==> config.mk <==
export PLATFORM = sky130hd
export DESIGN_NAME = lupdate_param
export DESIGN_NICKNAME = d
export VERILOG_FILES = /design/src/rtl/lupdate_param.sv
export SDC_FILE = /design/constraint.sdc
export NUM_CORES = 2
export LEC_CHECK = 0
export ABC_AREA = 1
export CAP_MARGIN = 40
export CORE_AREA = 5 5 473 475
export CTS_BUF_LIST = sky130_fd_sc_hd__clkbuf_4
export DETAILED_ROUTE_END_ITERATION = 8
export DIE_AREA = 0 0 478 480
export PLACE_DENSITY_LB_ADDON = 0.1
export SLEW_MARGIN = 30
export SYNTH_ARGS = -nofsm -noshare
export SYNTH_HDL_FRONTEND = slang
export SYNTH_SLANG_ARGS = --single-unit
==> constraint.sdc <==
create_clock -name clk -period 2.6 [get_ports clk]
set_input_delay 0.52 -clock clk [delete_from_list [all_inputs] [get_ports clk]]
set_output_delay 0.52 -clock clk [all_outputs]
set_load 0.05 [all_outputs]
==> src/rtl/lupdate_param.sv <==
`default_nettype none
`timescale 1ns/1ps
// ============================================================================
//  Module   : lupdate_param
//  Purpose  : Beacon-update endpoint. Forwards ordinary packets, drops foreign
//             copies of locally sourced packets, and commits beacon updates
//             atomically from shadow registers.
//  Option   : LUPDATE_STAT_EN adds the upd_err_cnt / upd_ok_cnt counters.
//  Revision : 1.0 - initial release
// ============================================================================
module lupdate_param #(
    parameter int         NUM_ENTRY       = 12,
    parameter logic [3:0] MSG_TYPE_UPDATE = 4'hf
) (
    input  logic                      clk,
    input  logic                      rst_n,
    input  logic [133:0]              in_lu_data,
    input  logic                      in_lu_data_wr,
    input  logic                      in_lu_data_valid,
    input  logic                      in_lu_data_valid_wr,
    input  logic [47:0]               in_local_mac_id,
    output logic [133:0]              out_lu_data,
    output logic                      out_lu_data_wr,
    output logic                      out_lu_data_valid,
    output logic                      out_lu_data_valid_wr,
    output logic                      beacon_update_master,
    output logic [31:0]               time_slot_period,
    output logic                      direction,
    output logic                      reg_tap,
    output logic [15:0]               token_bucket_para,
    output logic [15:0]               token_bucket_depth,
    output logic [47:0]               direct_mac_addr,
    output logic [48*NUM_ENTRY-1:0]   mac_table,
    output logic [16*NUM_ENTRY-1:0]   port_table
`ifdef LUPDATE_STAT_EN
    ,
    output logic [15:0]               upd_err_cnt,
    output logic [15:0]               upd_ok_cnt
`endif
);

    localparam int         c_PAIRS = NUM_ENTRY / 2;
    localparam logic [4:0] c_K_CFG = 5'd5;
    localparam logic [4:0] c_K_END = 5'(5 + c_PAIRS);

    localparam logic [2:0] c_IDLE  = 3'd0;
    localparam logic [2:0] c_TRAN  = 3'd1;
    localparam logic [2:0] c_DISC  = 3'd2;
    localparam logic [2:0] c_UPD   = 3'd3;
    localparam logic [2:0] c_FLUSH = 3'd4;

    logic [2:0]   r_state;
    logic [4:0]   r_k;
    logic [133:0] r_s1_data, r_s2_data;
    logic         r_s1_wr, r_s1_valid, r_s1_valid_wr;
    logic         r_s2_wr, r_s2_valid, r_s2_valid_wr;

    logic [31:0]             r_sh_period, w_sh_period;
    logic                    r_sh_dir, w_sh_dir;
    logic                    r_sh_tap, w_sh_tap;
    logic [15:0]             r_sh_para, w_sh_para;
    logic [15:0]             r_sh_depth, w_sh_depth;
    logic [47:0]             r_sh_dmac, w_sh_dmac;
    logic [48*NUM_ENTRY-1:0] r_sh_mac, w_sh_mac;
    logic [16*NUM_ENTRY-1:0] r_sh_port, w_sh_port;

    logic w_s2_head, w_s2_tail, w_in_tail;
    logic w_is_upd, w_is_disc, w_fwd, w_upd_word, w_at_end, w_commit;

    assign w_s2_head  = r_s2_wr && (r_s2_data[133:132] == 2'b01);
    assign w_s2_tail  = r_s2_wr && (r_s2_data[133:132] == 2'b10);
    assign w_in_tail  = in_lu_data_wr && (in_lu_data[133:132] == 2'b10);
    // While the head sits in s2, the input carries the addressing word (k=2)
    assign w_is_upd   = (in_lu_data[127:80] == in_local_mac_id) &&
                        (in_lu_data[11:8] == MSG_TYPE_UPDATE);
    assign w_is_disc  = !w_is_upd && (in_lu_data[79:32] == in_local_mac_id) &&
                        !r_s2_data[127];
    assign w_fwd      = (r_state == c_TRAN) ||
                        ((r_state == c_IDLE) && w_s2_head && !w_is_upd && !w_is_disc);
    assign w_upd_word = (r_state == c_UPD) && r_s2_wr;
    assign w_at_end   = (r_k == c_K_END);
    assign w_commit   = w_upd_word && w_s2_tail && w_at_end;

    always_ff @(posedge clk or negedge rst_n) begin
        if (!rst_n) begin
            r_s1_data <= '0; r_s1_wr <= 1'b0; r_s1_valid <= 1'b0; r_s1_valid_wr <= 1'b0;
            r_s2_data <= '0; r_s2_wr <= 1'b0; r_s2_valid <= 1'b0; r_s2_valid_wr <= 1'b0;
            out_lu_data          <= '0;
            out_lu_data_wr       <= 1'b0;
            out_lu_data_valid    <= 1'b0;
            out_lu_data_valid_wr <= 1'b0;
        end else begin
            r_s1_data     <= in_lu_data;
            r_s1_wr       <= in_lu_data_wr;
            r_s1_valid    <= in_lu_data_valid;
            r_s1_valid_wr <= in_lu_data_valid_wr;
            r_s2_data     <= r_s1_data;
            r_s2_wr       <= r_s1_wr;
            r_s2_valid    <= r_s1_valid;
            r_s2_valid_wr <= r_s1_valid_wr;
            out_lu_data          <= w_fwd ? r_s2_data : '0;
            out_lu_data_wr       <= w_fwd && r_s2_wr;
            out_lu_data_valid    <= w_fwd && r_s2_valid;
            out_lu_data_valid_wr <= w_fwd && r_s2_valid_wr;
        end
    end

    always_ff @(posedge clk or negedge rst_n) begin
        if (!rst_n) begin
            r_state <= c_IDLE;
            r_k     <= 5'd0;
        end else begin
            case (r_state)
                c_IDLE: begin
                    if (w_s2_head) begin
                        r_k <= 5'd1;
                        if (w_is_upd)
                            r_state <= c_UPD;
                        else if (w_is_disc)
                            r_state <= w_in_tail ? c_IDLE : c_DISC;
                        else
                            r_state <= c_TRAN;
                    end
                end
                c_TRAN:  if (w_s2_tail) r_state <= c_IDLE;
                c_DISC:  if (w_in_tail) r_state <= c_IDLE;
                c_UPD: begin
                    if (r_s2_wr) begin
                        r_k <= r_k + 5'd1;
                        if (w_s2_tail)
                            r_state <= c_IDLE;
                        else if (w_at_end)
                            r_state <= c_FLUSH;
                    end
                end
                c_FLUSH: if (w_s2_tail) r_state <= c_IDLE;
                default: r_state <= c_IDLE;
            endcase
        end
    end

    // Next shadow image; the tail word may carry the last table pair, so the
    // commit copies this merged value rather than the registered shadow.
    always_comb begin
        w_sh_period = r_sh_period;
        w_sh_dir    = r_sh_dir;
        w_sh_tap    = r_sh_tap;
        w_sh_para   = r_sh_para;
        w_sh_depth  = r_sh_depth;
        w_sh_dmac   = r_sh_dmac;
        w_sh_mac    = r_sh_mac;
        w_sh_port   = r_sh_port;
        if (w_upd_word) begin
            if (r_k == c_K_CFG) begin
                w_sh_dmac   = r_s2_data[127:80];
                w_sh_dir    = r_s2_data[72];
                w_sh_tap    = r_s2_data[64];
                w_sh_depth  = r_s2_data[63:48];
                w_sh_para   = r_s2_data[47:32];
                w_sh_period = r_s2_data[31:0];
            end
            for (int j = 0; j < c_PAIRS; j++) begin
                if (r_k == 5'(6 + j)) begin
                    w_sh_mac[96*j +: 48]      = r_s2_data[127:80];
                    w_sh_port[32*j +: 16]     = r_s2_data[79:64];
                    w_sh_mac[96*j+48 +: 48]   = r_s2_data[63:16];
                    w_sh_port[32*j+16 +: 16]  = r_s2_data[15:0];
                end
            end
        end
    end

    always_ff @(posedge clk or negedge rst_n) begin
        if (!rst_n) begin
            r_sh_period <= '0; r_sh_dir <= 1'b0; r_sh_tap <= 1'b0;
            r_sh_para <= '0; r_sh_depth <= '0; r_sh_dmac <= '0;
            r_sh_mac <= '0; r_sh_port <= '0;
        end else begin
            r_sh_period <= w_sh_period; r_sh_dir <= w_sh_dir; r_sh_tap <= w_sh_tap;
            r_sh_para <= w_sh_para; r_sh_depth <= w_sh_depth; r_sh_dmac <= w_sh_dmac;
            r_sh_mac <= w_sh_mac; r_sh_port <= w_sh_port;
        end
    end

    always_ff @(posedge clk or negedge rst_n) begin
        if (!rst_n) begin
            beacon_update_master <= 1'b0;
            time_slot_period     <= 32'd10;
            direction            <= 1'b0;
            reg_tap              <= 1'b0;
            token_bucket_para    <= 16'd100;
            token_bucket_depth   <= 16'd2048;
            direct_mac_addr      <= '0;
            mac_table            <= '0;
            port_table           <= '0;
        end else if (w_commit) begin
            beacon_update_master <= ~beacon_update_master;
            time_slot_period     <= w_sh_period;
            direction            <= w_sh_dir;
            reg_tap              <= w_sh_tap;
            token_bucket_para    <= w_sh_para;
            token_bucket_depth   <= w_sh_depth;
            direct_mac_addr      <= w_sh_dmac;
            mac_table            <= w_sh_mac;
            port_table           <= w_sh_port;
        end
    end

`ifdef LUPDATE_STAT_EN
    logic w_abort;
    assign w_abort = w_upd_word && (w_s2_tail != w_at_end);

    always_ff @(posedge clk or negedge rst_n) begin
        if (!rst_n) begin
            upd_err_cnt <= '0;
            upd_ok_cnt  <= '0;
        end else begin
            if (w_abort && (upd_err_cnt != 16'hFFFF))
                upd_err_cnt <= upd_err_cnt + 16'd1;
            if (w_commit && (upd_ok_cnt != 16'hFFFF))
                upd_ok_cnt <= upd_ok_cnt + 16'd1;
        end
    end
`endif

endmodule
`default_nettype wire

Word level (Yosys, flattened, before mapping)
Index checks and enable logic that the tools add are counted.
{"block": "classes", "order_cmp": 0, "div_mod_pow": 0, "bitwise_logic": 1, "n_mul": 0, "shifts": 0, "n_reduce_logical": 24, "mux": 40, "n_eq_ne": 22, "add_sub_neg": 1}
{"cell": "2-to-1 mux 576 bit", "n": 1}
{"cell": "2-to-1 mux 96 bit", "n": 6}
{"cell": "2-to-1 mux 32 bit", "n": 8}
{"cell": "2-to-1 mux 192 bit", "n": 1}
{"cell": "2-to-1 mux 134 bit", "n": 1}
{"cell": "equality test 48 bit", "n": 2}
{"cell": "2-to-1 mux 48 bit", "n": 2}
{"cell": "2-to-1 mux 16 bit", "n": 4}
{"cell": "equality test 5 x 4 -> 1 bit (second input constant)", "n": 4}
{"cell": "2-to-1 mux 3 bit", "n": 6}
{"cell": "equality test 5 x 3 -> 1 bit (second input constant)", "n": 3}
{"cell": "logical AND 1 bit", "n": 15}
{"cell": "case mux 3 bit (4 select lines)", "n": 1}
{"cell": "2-to-1 mux 5 bit", "n": 2}
{"cell": "case mux 5 bit (2 select lines)", "n": 1}
{"cell": "equality test 3 x 2 -> 1 bit (second input constant)", "n": 2}
{"cell": "2-to-1 mux 2 bit", "n": 3}
{"cell": "inequality test 2 bit (second input constant)", "n": 3}
{"cell": "adder 5 x 1 -> 5 bit (second input constant)", "n": 1}
{"cell": "AND reduction 5 bit", "n": 1}
{"cell": "equality test 2 bit (second input constant)", "n": 2}
{"cell": "equality test 4 bit (second input constant)", "n": 1}
{"cell": "2-to-1 mux 1 bit", "n": 4}
{"cell": "equality test 3 x 1 -> 1 bit (second input constant)", "n": 1}
{"cell": "other kinds (11)", "n": 13}
{"block": "word_totals", "latchBits": 0, "register_bits": 2184, "mem_bits_ro": 0, "ram_bits": 0, "mem_count": 0}

Depth between registers and ports, before layout
{"block": "logic_depth", "ltp_word": 9, "depth_mapped": 13}

Worst setup path before layout
Ideal clock, no wire load.
{"block": "synth_path", "kind": "flip-flop to flip-flop", "from": "reg r_k[0]", "to": "reg mac_table[150]", "setup_time_ns": 0.076, "slack_ns": 0.744, "stages_incl_launch_ff": 12, "required_time_ns": 2.524, "t_arrival_ns": 1.780, "path_cell_list": "dfrtp_1 ha_1 inv_1 nor2_1 nand2_1 inv_2 nand3_2 buf_2 clkbuf_1 clkbuf_1 nand2_1 o21ai_1"}
{"block": "synth_via", "elab_chain_len": 3, "word_cells_on_any_way": 5}
{"item": "start, declared", "line_no": "53", "rtl": "logic [4:0] r_k;"}
{"item": "start signal, assigned", "line_no": "129", "rtl": "r_k <= r_k + 5'd1;"}
{"item": "equality test 5 x 3 -> 1 bit", "line_no": "163", "rtl": "if (r_k == 5'(6 + j)) begin"}
{"item": "2-to-1 mux 96 bit", "line_no": "163"}
{"item": "2-to-1 mux 576 bit", "line_no": "153", "rtl": "if (w_upd_word) begin"}
{"item": "end signal, assigned", "line_no": "204", "rtl": "mac_table <= w_sh_mac;"}
{"item": "end, declared", "line_no": "33", "rtl": "output logic [48*NUM_ENTRY-1:0] mac_table,"}
Several ways; a longest one is shown, not always the timed one.
A chain may end at the register's enable or synchronous reset.

Worst setup path after layout
{"block": "layout_path", "from": "reg r_s2_wr", "to": "reg mac_table[546]"}
{"block": "layout_via", "elab_chain_len": 3, "word_cells_on_any_way": 5}
{"item": "start, declared", "line_no": "56", "rtl": "logic r_s2_wr, r_s2_valid, r_s2_valid_wr;"}
{"item": "start signal, assigned", "line_no": "98", "rtl": "r_s2_wr <= r_s1_wr;"}
{"item": "logical AND 1 bit, on equally long branches", "line_no": "80, 71"}
{"item": "logical AND 1 bit (2 in series)", "line_no": "82", "rtl": "assign w_commit = w_upd_word && w_s2_tail && w_at_end;"}
Several ways; a longest one is shown, not always the timed one.

==> summary.txt <==
Run status
  • Status: complete, but fails checks
  • Failing checks: setup timing

Place
  • Post-place setup slack: -0.581 ns
  • Placed Cells incl. Taps: 12.0k
  • Placed inst area: 0.0938 mm^2
  • Detailed Place HPWL: 204 mm
  • Gpl congestion: 0.886
  • Port Buffers: 1206

CTS
  • CTS sink cnt: 2056
  • TritonCTS Buffers: 587
  • Worst-case clock buffer depth: 4
  • CTS tree: done
  • CTS clk-pin slew, worst paths: 0.06 ns
  • Clock Latency Late Sink: 1.39 ns
  • Root Buffer: clkbuf_4
  • CTS H-tree lvls: 6

Finish
  • Most frequent cells in the layout: 1942 x dfrtp_1, 1867 x nand2_1, 1761 x inv_1
  • Area grow syn2layout: 37.2%
  • Post-route cell area: 0.105 mm^2
  • Layout filler cell count: 21.1k
  • Layout Nets: 10.2k
  • Post-Layout Cell Count: 13.3k
  • Commonest non-fill, non-tap cell in the layout: dfrtp_1
  • Layout cells sized above 1: 24.0%
  • Utilization after layout: 47.9%

Power and ir drop
  • Total power: 69.3 mW
  • Peak VDD IR: 0.433 mV
  • LEAKAGE: 60.6 nW
  • PwrDens: 661 mW/mm^2

Detailed routing
  • Vias: 59.8k
  • 1st-iter DRT viols: 4335
  • Drt total wl: 288 mm
  • Routed Antenna Nets: 0
  • WL per Instance: 21.7 um
  • TritonRoute pass-1 iters: 5
  • Remaining DRCs: 0
  • Via/cell ratio: 4.50

Min path
  • Hold path cells: 2
  • Hold crit path type: in2reg

Synthesis
  • Syn Nets: 8194
  • FF+latch count, synth: 2056
  • Post-Syn Area per Cell: 9.55 um^2
  • Sequential area share after synthesis: 67.3%
  • Syn Inst Count: 8003
  • Synth area leader: dfrtp_1
  • Synth unique cells: 29
  • YS warnings: 0
  • Most area-consuming cells after synthesis: dfrtp_1 67%, nand2_1 9.2%, inv_1 8.6%, o21ai_0 7.6%, o21ai_1 3.1%
  • Netlist Area Pre-Place: 0.0765 mm^2
  • Top cell type's share of synthesized area: 67.1%

Die
  • Chip height: 480 um
  • Die X: 478 um
  • Initial Util: 34.9%
  • Core area: 0.219 mm^2
  • Die Area: 0.229 mm^2
  • Row cnt: 172
  • IO Count: 1207

STA
  • Hold slack: 0.246 ns
  • Worst Tran Pin Value: 1.26 ns
  • Final setup viols: 1
  • Slew headroom: 16.1%
  • Slew Limit Fails: 0
  • Peak Freq: 0.384 GHz
  • Final WS setup: -0.00613 ns
  • Crit share post-route: 100%
  • Endpoints failing hold: 0
  • RSZ-0062 raised after global routing: yes
  • Min cycle time layout: 2.61 ns
  • Clock Skew: 0.105 ns
  • Setup TNS: -0.00613 ns

Setup path
  • CP max stage delay: 0.47 ns
  • Crit-path max FO: 95
  • Slowest cell on crit path: o21ai_1
  • Reg2Reg Depth: 5
  • Crit path kind: reg2reg
  • Worst setup SP type: register
  • CP arrival: 3.85 ns
  • Req. time, crit path: 3.84 ns
  • Critical Path, Cell by Cell: inv_1 -> nor3_2 -> nand4_1 -> buf_12 -> o21ai_1
  • Critical path capture point type: register

Global route
  • Grt total ovfl: 0
  • Global Route Usage Sum: 24.6%
  • First-pass GRT wire length: 413 mm
  • Largest net degree at the start of global routing: 155
  • Vias in the first global route: 59.4k
  • Antenna violations before repair: 86

Flow run
  • Max cap viols: 0
report_power, final:
group | switching (mW) | internal, mW
logic | 4.16 | 1.91
clock network | 13.6 | 16.1
registers | 0.792 | 32.7
critical path: cells and delay by family (launching register included):
family | cells | cell delay, ns
AOI/OAI and AO/OA | 1 | 0.47
DFF | 1 | 0.42
buffers and inverters | 2 | 0.43
and+or+nand+nor | 2 | 0.74
state kept, by name, summed over array words and instances (netlist names), 3 cells and up:
name                count
direct_mac_addr        48
mac_table             576
out_lu_data           134
port_table            192
r_k                     5
r_s1_data             134
r_s2_data             134
r_sh_depth             16
r_sh_dmac              48
r_sh_mac              480
r_sh_para              16
r_sh_period            32
r_sh_port             160
r_state                 3
time_slot_period       32
token_bucket_depth     16
token_bucket_para      16
routing by layer:
metal / wire (um) / part of all wire [%] / global-route usage [%]
met4: 12800 / 4.4 / 10.7
met5: 254 / 0.088 / 0
met1: 124000 / 43 / 31.9
met3: 22300 / 7.7 / 7.77
met2: 129000 / 45 / 38.0
path summary, 6_finish.rpt:
kind                                    start  slack (ns)             end
worst max-delay path                  r_s2_wr      -0.006  mac_table[546]
worst min-delay path            in_lu_data[4]        0.25    r_s1_data[4]
worst max register to register        r_s2_wr      -0.006  mac_table[546]
worst min register to register     r_s1_valid        0.28      r_s2_valid
max in group asynchronous               rst_n        1.19   r_sh_port[73]
min in group asynchronous               rst_n        0.58    r_sh_para[1]
cell type report:
class / instances / area (um^2) / area share (%)
clock buffer: 869 / 6520 / 6.22
clock inverter: 89 / 631 / 0.601
inverter: 1764 / 6620 / 6.31
multi-input combinational: 3790 / 16800 / 16.0
sequential: 2056 / 51600 / 49.2
antenna: 34 / 85.1 / 0.0811
tap: 2871 / 3590 / 3.42
timing repair buffer: 1807 / 19100 / 18.2
cells by family (layout without fill, tap and decap cells):
group                    Yosys count  in the layout  synth area share [%]
adder cells (fa/ha/maj)            4              4                0.0655
buffers and inverters           2157           4529                  10.8
other                              0             34                     0
AND/OR/NAND/NOR                 1970           1970                  9.79
AO/OA/AOI/OAI                   1789           1789                  11.7
XOR/XNOR                          27             27                 0.309
flip-flops                      2056           2056                  67.3
cells in the mapped netlist, drive strengths merged:
cell type,count
dfrtp,2050
nand2,1867
inv,1764
o21ai,1646
clkbuf,274
a21oi,142
buf,119
nor2,67
xnor2,18
nand3,15
xor2,9
dfstp,6
nand4,6
nor3,6
or2,5
ha,4
nand3b,2
a22o,1
and2,1
nor4,1
repair_timing:
item                                    4_1_cts  5_1_grt
hold endpoints to repair                   2193        0
setup buffers                                62       86
hold buffers                                167        0
endpoints found under the setup margin     1022      845
pin swaps                                     0        1
resized for setup                          5576     1866
Note: power is estimated with default switching activity, not from simulation.
